$ cat src/rtl/arb_pkg.sv
`default_nettype none
// ============================================================================
//  Module      : arb_pkg
//  Description : Shared state encodings and defaults for decoder_rr_arbiter.
//  Revision    : 1.0 - initial release
// ============================================================================
package arb_pkg;

    // Arbiter FSM states
    typedef enum logic {
        IDLE  = 1'b0,
        GRANT = 1'b1
    } arb_state_t;

    // Default maximum number of consecutive cycles a grant may be held
    localparam int unsigned c_MAX_HOLD_DEFAULT = 8;

endpackage : arb_pkg
`default_nettype wire

$ cat src/rtl/decoder_2to4_rtl.sv
`default_nettype none
// ============================================================================
//  Module      : decoder_2to4_rtl
//  Description : 2-to-4 one-hot decoder; {a,b} selects the asserted output bit.
//  Revision    : 1.0 - initial release
// ============================================================================
module decoder_2to4_rtl (
    input  logic       a,
    input  logic       b,
    output logic [3:0] y
);

    // One-hot decode of the 2-bit index {a,b}
    always_comb begin
        y           = 4'b0000;
        y[{a, b}]   = 1'b1;
    end

endmodule : decoder_2to4_rtl
`default_nettype wire

$ cat src/rtl/decoder_rr_arbiter.sv
`default_nettype none
// ============================================================================
//  Module      : decoder_rr_arbiter
//  Description : 4-requester round-robin arbiter with done-based release,
//                hold-time limit (forced release with timeout pulse) and a
//                mandatory idle cycle between grants.
//  Revision    : 1.0 - initial release
// ============================================================================
module decoder_rr_arbiter
    import arb_pkg::*;
#(
    parameter int unsigned MAX_HOLD = c_MAX_HOLD_DEFAULT
) (
    input  logic       clk,
    input  logic       rst,
    input  logic [3:0] req,
    input  logic       done,
    output logic [3:0] gnt,
    output logic [1:0] gnt_id,
    output logic       busy,
    output logic       timeout
);

    // Last counter value allowed in GRANT; reaching it forces a release
    localparam logic [7:0] c_HOLD_LAST = 8'(MAX_HOLD - 1);

    arb_state_t  r_state;
    logic [1:0]  r_gnt_id;
    logic [1:0]  r_last_id;
    logic [7:0]  r_hold_cnt;
    logic        r_timeout;

    logic [1:0]  w_pick_id;
    logic        w_pick_valid;
    logic        w_req_own;
    logic        w_hit_max;
    logic        w_exit;
    logic [3:0]  w_dec;

    // Circular priority search starting just after the most recent owner.
    // Iterating from lowest to highest priority lets the highest one win.
    always_comb begin
        logic [1:0] w_idx;
        w_idx        = 2'd0;
        w_pick_id    = r_last_id;
        w_pick_valid = 1'b0;
        for (int k = 4; k >= 1; k--) begin
            w_idx = r_last_id + 2'(k);
            if (req[w_idx]) begin
                w_pick_id    = w_idx;
                w_pick_valid = 1'b1;
            end
        end
    end

    assign w_req_own = req[r_gnt_id];
    assign w_hit_max = (r_hold_cnt == c_HOLD_LAST);
    assign w_exit    = done | ~w_req_own | w_hit_max;

    // Arbitration FSM, owner tracking, hold counter and timeout pulse
    always_ff @(posedge clk or posedge rst) begin
        if (rst) begin
            r_state    <= IDLE;
            r_gnt_id   <= 2'd0;
            r_last_id  <= 2'd3;
            r_hold_cnt <= 8'd0;
            r_timeout  <= 1'b0;
        end else begin
            r_timeout <= 1'b0;
            case (r_state)
                IDLE: begin
                    if (w_pick_valid) begin
                        r_state    <= GRANT;
                        r_gnt_id   <= w_pick_id;
                        r_last_id  <= w_pick_id;
                        r_hold_cnt <= 8'd0;
                    end
                end
                GRANT: begin
                    if (w_exit) begin
                        r_state   <= IDLE;
                        // Only a pure hold-limit release counts as a timeout
                        r_timeout <= w_hit_max & ~done & w_req_own;
                    end else if (r_hold_cnt != c_HOLD_LAST) begin
                        r_hold_cnt <= r_hold_cnt + 8'd1;
                    end
                end
                default: begin
                    r_state <= IDLE;
                end
            endcase
        end
    end

    decoder_2to4_rtl u_dec (
        .a (r_gnt_id[1]),
        .b (r_gnt_id[0]),
        .y (w_dec)
    );

    assign busy    = (r_state == GRANT);
    assign gnt     = w_dec & {4{busy}};
    assign gnt_id  = r_gnt_id;
    assign timeout = r_timeout;

endmodule : decoder_rr_arbiter
`default_nettype wire

$ cat config.mk
export PLATFORM = sky130hd
export DESIGN_NAME = decoder_rr_arbiter
export DESIGN_NICKNAME = d
export VERILOG_FILES = /design/src/rtl/arb_pkg.sv /design/src/rtl/decoder_2to4_rtl.sv /design/src/rtl/decoder_rr_arbiter.sv
export SDC_FILE = /design/constraint.sdc
export NUM_CORES = 1
export LEC_CHECK = 0
export CAP_MARGIN = 20
export CORE_MARGIN = 2
export CORE_UTILIZATION = 50
export DETAILED_ROUTE_END_ITERATION = 8
export PLACE_DENSITY = 0.77
export SYNTH_ARGS = -nofsm -noshare
export SYNTH_HDL_FRONTEND = slang
export SYNTH_SLANG_ARGS = --single-unit
$ cat constraint.sdc
create_clock -name clk -period 2 [get_ports clk]
set_input_delay 0.2 -clock clk [delete_from_list [all_inputs] [get_ports clk]]
set_output_delay 0.2 -clock clk [all_outputs]
set_load 0.03 [all_outputs]
==> results of run 1 <==
-- registers in the layout, indices dropped and copies added (netlist names) --
| register | flops |
|---|---|
| r_hold_cnt | 8 |
| gnt_id | 2 |
| r_last_id | 2 |
| busy | 1 |
| timeout | 1 |
-- worst min-delay path by stage --
stage / startpoint / endpoint / slack [ns] / depth (start not counted)
final: rst / r_hold_cnt[5] / 0.26 / 2
after CTS: rst / r_hold_cnt[5] / 0.27 / 2
after floorplan: rst / busy / 0.09 / 1
after global placement: r_last_id[1] / r_last_id[1] / 0.51 / 2
after detailed placement: r_last_id[1] / r_last_id[1] / 0.52 / 2
after global routing: rst / r_hold_cnt[5] / 0.31 / 2
-- cells in the final DEF (no fill, tap or decap), types with 5 or more instances in the layout --
cell type        count
or4_1                5
nand2_1              7
buf_4                7
a21oi_1              5
dfrtp_1             12
inv_1                5
clkdlybuf4s50_1     14
nor2_1               8
-- area by class of cell --
class	instances	area, um2
Timing Repair Buffer	21	193
Multi-Input combinational cell	70	438
Clock buffer	4	26.3
Fill cell	135	493
Inverter	5	18.8
Sequential cell	14	353
Tap cell	16	20.0
-- kinds of logic (layout without fill, tap and decap cells) --
group	after synthesis	count (layout)	share of synthesized area
multiplexers	4	4	0.0472
buffers and inverters	11	30	0.0678
adder cells (fa/ha/maj)	1	1	0.0147
AND/OR/NAND/NOR	44	44	0.298
AO/OA/AOI/OAI	21	21	0.156
flip-flops	14	14	0.416
-- critical path: cells and delay by family, from the launching register on --
family / cells / cell delay, ns
and+or+nand+nor: 2 / 0.31
buffers and inverters: 1 / 0.67
DFF: 1 / 0.42
-- routing by layer --
layer,routed length (um),share of wire,vias up,global-route usage
met5,0,0,-,0
met4,42,0.023,0,0.118
met3,94,0.051,6,0.0400
met2,835,0.45,24,0.343
met1,880,0.48,360,0.287
li1,-,-,380,-
-- cells in the mapped netlist (all sizes together) --
cell    number  share of area
or4          5          0.044
nand4        2          0.015
o211ai       3          0.027
mux2i        4          0.047
ha           1          0.015
o31ai        4          0.035
or3          4          0.029
a21oi        5          0.029
nand3b       2          0.018
dfstp        2          0.062
o21ai        6          0.035
a31oi        1         0.0074
nand3        3          0.018
inv          5          0.022
or2          1         0.0074
nor2b        3          0.031
nand2        7          0.031
clkbuf       2         0.0089
nor3         2          0.012
and3         1         0.0074
o32a         1          0.012
nor2         8          0.035
nor3b        1         0.0089
a31o         1          0.010
buf          4          0.037
dfrtp       12           0.35
nand2b       2          0.015
or2b         3          0.027
-- report_power, final --
| part | switching [mW] | internal [mW] |
|---|---|---|
| combinational | 0.381 | 0.292 |
| clock | 0.0924 | 0.0774 |
| sequential | 0.106 | 0.373 |
==> run metrics, run 1 <==
outcome finished, violations left; failing checks DRC; Synth Net Count approximately 100; wire length of the first global-routing pass ~3200 um; PwrDens about 1300 nW/um2; post-placement setup slack -0.0521 ns; total routed wirelength approximately 1900 um; Max transition margin 0.636; YS warnings 0; #FFs+latches synth 14; time the worst path needs with I/O delays and setup approximately 1.9 ns; terminus of the critical flop-to-flop path r_hold_cnt[5]; # clock sinks 14; Worst path slowest cell clkdlybuf4s50_1; top fanout value on the critical path 5; RePlAce Congestion between 0.8 and 0.9; leakage dissipation around 0.44 nW; number of cells in the design after placement 126; Mapped Cells 95; Avg Vias per Cell approximately 5.9; CTS tree built; hold-fix buffers at CTS 0; area inside the core boundary 1540 um2; ports placed on the boundary 15; type of the worst min-delay path in -> async; final instance area 1050 um2; post-route setup slack ~0.12 ns; RSZ-0062 raised after global routing no; largest net degree at the start of global routing 15; Initial Utilization 0.550; number of endpoints with negative hold slack in the final report 0; post-CTS resize count 0; vias after detailed routing 770; clock buffer depth 2; Clock Skew around 0.0045 ns; type of element launching the critical path flop; Crit Path Class reg -> out; Final Total Pwr ~1.3 mW; overall routing resource usage 0.219; Worst Tran Pin Value between 0.5 and 0.6 ns; worst hold-check slack ~0.26 ns; Horiz. Die Dim between 40 and 50 um; Finished Core Util 0.680; final worst-path cycle share 0.939; critical path arrival roughly 1.7 ns; fmax between 0.5 and 0.6 GHz; TritonRoute pass-1 iters 7; setup repair bufs after CTS 0; R2R cell count 4; cell area after technology mapping 848 um2; number of max-capacitance violations reported 0; Detailed Place HPWL 1390 um; detailed-route wire length per cell 14.2 um; layout cells sized above 1 0.114; placed standard-cell area a little over 1000 um2; Non-Filler Instances between 100 and 150; n_diodes 0; via count of the first global-routing pass between 700 and 800; count of standard-cell rows 14; Syn-to-layout area delta 23.6%; Port Buffers 14; TNS Setup 0 ns; Congestion Overflow GR 0; Data required, critical path roughly 1.8 ns; number of antenna violations at the first check in global routing 0; cell-by-cell listing of the critical path nand2b_1 -> nor2_1 -> clkdlybuf4s50_1; CTS HTree Levels 1; TritonCTS buffer count 3; Worst Setup SP gnt_id[0]; root buf cell clkbuf_4; DRC viols 2; launch point of the worst reg-to-reg path gnt_id[1]; IR Drop Worst-Case VDD between 0.8 and 0.9 mV; clock transition at the registers of the reported paths around 0.09 ns; Die Ht approximately 45 um; Reg2Reg Setup Slack around 0.18 ns; final setup violation count 0; insertion delay of the later-clocked pin in the worst-skew pair 0.28 ns; critical path's largest stage delay 0.67 ns; number of nets still failing antenna checks after routing 0; max-slew violation count 0; capture point of the worst path gnt[2]; synth unique cells 32; sequential-to-total area share from yosys stat 0.416; die footprint 2040 um2; count of routing violations after the opening detailed-route iteration 9; Post-Synthesis Mean Instance Area around 8.9 um2; type of element capturing the critical path primary output; number of nets in the layout approximately 120
No activity file was read; power rests on OpenSTA's default activity.
==> run 2: changes to the inputs <==
--- a/config.mk
+++ b/config.mk
@@ -6,10 +6,13 @@
 export NUM_CORES = 1
 export LEC_CHECK = 0
 export CAP_MARGIN = 20
+export CELL_PAD_IN_SITES_DETAIL_PLACEMENT = 1
+export CELL_PAD_IN_SITES_GLOBAL_PLACEMENT = 1
 export CORE_MARGIN = 2
-export CORE_UTILIZATION = 50
+export CORE_UTILIZATION = 38
 export DETAILED_ROUTE_END_ITERATION = 8
-export PLACE_DENSITY = 0.77
+export PLACE_DENSITY = 0.78
+export SLEW_MARGIN = 30
 export SYNTH_ARGS = -nofsm -noshare
 export SYNTH_HDL_FRONTEND = slang
 export SYNTH_SLANG_ARGS = --single-unit
==> run 2 against run 1 <==
Net effect:
- the flow now finishes without violations
- total power is 0.98% higher
- cell count grew 10%
- die area is 29% higher
- critical path depth rose by 1
- cell area increased by 2.6%
- routed wire length increased by 11%
- non-clock buffer count is 1 higher
- first-iteration DRC count rose by 89%
- clock-buffer cell count stayed put
- clock skew fell by 0.0034 ns
- sequential share of layout area is 0.86 points lower
- largest power group unchanged
==> run metrics, run 2 (synthesized netlist as in run 1, its figures left out) <==
setup repair bufs after CTS 0 (unchanged); Detailed Place HPWL 1590 um (+15%); count of routing violations after the opening detailed-route iteration 17 (+8); DRC viols 0 (-2); vias after detailed routing 767 (-0.39%); Clock Skew 0.00114 ns (-0.00336 ns); Syn-to-layout area delta 26.8%; hold-fix buffers at CTS 0 (unchanged); number of antenna violations at the first check in global routing 0 (unchanged); fmax 0.530 GHz (-0.42%); top fanout value on the critical path 5 (unchanged); insertion delay of the later-clocked pin in the worst-skew pair 0.28 ns (about the same); root buf cell clkbuf_4; Avg Vias per Cell 5.36 (-9.4%); time the worst path needs with I/O delays and setup 1.89 ns (+0.00793 ns); via count of the first global-routing pass 800 (+9.4%); Reg2Reg Setup Slack 0.22 ns (+0.04 ns); TNS Setup 0 ns (unchanged); Die Ht 51.3 um (+13%); RSZ-0062 raised after global routing no; number of nets in the layout 124 (+0.81%); number of max-capacitance violations reported 0 (unchanged); Initial Utilization 0.391 (-0.159); final setup violation count 0 (unchanged); area inside the core boundary 2170 um2 (+41%); count of standard-cell rows 17 (+3); RePlAce Congestion 0.798 (-3.8%); type of the worst min-delay path in -> async; type of element launching the critical path flop; final instance area 1080 um2 (+2.6%); TritonCTS buffer count 3 (unchanged); largest net degree at the start of global routing 15 (unchanged); overall routing resource usage 0.190 (-0.0294); Data required, critical path 1.80 ns (about the same); placed standard-cell area 1040 um2 (+2.2%); R2R cell count 5 (+1); number of nets still failing antenna checks after routing 0 (unchanged); leakage dissipation 0.481 nW (+8.6%); detailed-route wire length per cell 14.4 um (+1.1%); final worst-path cycle share 0.943 (+0.00397); commonest cells after routing, fill and taps aside dfrtp_1 (12), clkdlybuf4s50_1 (12), nor2_1 (8), buf_4 (8), nand2_1 (7); Congestion Overflow GR 0 (unchanged); layout cells sized above 1 0.122 (+0.00770); ports placed on the boundary 15 (unchanged); total routed wirelength 2060 um (+11%); IR Drop Worst-Case VDD 0.788 mV (-11%); n_diodes 0 (unchanged); wire length of the first global-routing pass 3740 um (+18%); Crit Path Class reg -> out; type of element capturing the critical path primary output; Most flops, register r_hold_cnt; number of flip-flops under the largest register name 8 (unchanged); outcome finished clean; Horiz. Die Dim 51.3 um (+13%); die footprint 2630 um2 (+29%); launch point of the worst reg-to-reg path gnt_id[1]; critical path arrival 1.69 ns (about the same); number of endpoints with negative hold slack in the final report 0 (unchanged); terminus of the critical flop-to-flop path r_hold_cnt[7]; Port Buffers 14 (unchanged); clock buffer depth 2 (unchanged); Worst Tran Pin Value 0.558 ns (+0.0129 ns); PwrDens 1240 nW/um2 (-1.6%); max-slew violation count 0 (unchanged); post-CTS resize count 0 (unchanged); fill cell total of the finished layout 257 (+90%); clock transition at the registers of the reported paths 0.09 ns (about the same); Max transition margin 0.628 (-0.00862); # clock sinks 14 (unchanged); CTS tree built; TritonRoute pass-1 iters 4 (-3); CTS HTree Levels 1 (unchanged)
run 2: cell types whose count changed in the layout (fill, tap and decap cells not counted):
cell	before	now
clkdlybuf4s50_1	14	12
dlymetal6s2s_1	0	2
buf_4	7	8
run 2: layout make-up:
cell class / instances / area (um2) / area share
multi-input cells: 70 / 438 / 0.407
clock buffers: 4 / 26.3 / 0.0244
repair buffers: 22 / 205 / 0.191
inverters: 5 / 18.8 / 0.0174
well taps: 28 / 35.0 / 0.0326
flip-flops and latches: 14 / 353 / 0.328
run 2: worst max path at each step:
| stage | end | startpoint | slack [ns] |
|---|---|---|---|
| floorplan | r_hold_cnt[3] | busy | 0.19 |
| global placement | r_hold_cnt[7] | req[2] | 0.05 |
| detailed placement | r_hold_cnt[7] | req[2] | 0.03 |
| CTS | gnt[3] | busy | 0.09 |
| global route | gnt[1] | busy | 0.003 |
| finish | gnt[1] | busy | 0.11 |
run 2: power breakdown:
group / internal (mW) / switching (mW)
registers: 0.373 / 0.111
logic: 0.292 / 0.387
clock network: 0.0774 / 0.0947
total: 0.742 / 0.593
run 2: per-layer routing:
metal	track usage	vias up	part of all wire
li1	-	382	-
met1	0.256	366	0.50
met2	0.305	17	0.45
met3	0.0351	2	0.035
met4	0.0658	0	0.0083
met5	0	-	0
run 2: worst max-delay path, cell delays in order, from the launching register on:
cell             delay [ns]
dfrtp_1                0.41
buf_4                  0.17
nand2_1                0.07
nor2_1                 0.09
clkdlybuf4s50_1        0.67
run 2: metrics by stage:
step / hold WS (ns) / utilization / instances / power [mW] / setup slack (ns)
6_report: 0.262 / 0.496 / 143 / 1.34 / 0.114
5_1_grt: 0.332 / 0.496 / 143 / 1.45 / 0.00331
4_1_cts: 0.279 / 0.494 / 143 / 1.35 / 0.0876
3_5_place_dp: 0.515 / 0.482 / 139 / 1.17 / 0.0282
3_3_place_gp: 0.502 / 0.482 / 139 / 1.15 / 0.0523
2_1_floorplan: 0.0878 / - / 95 / 0.937 / 0.192
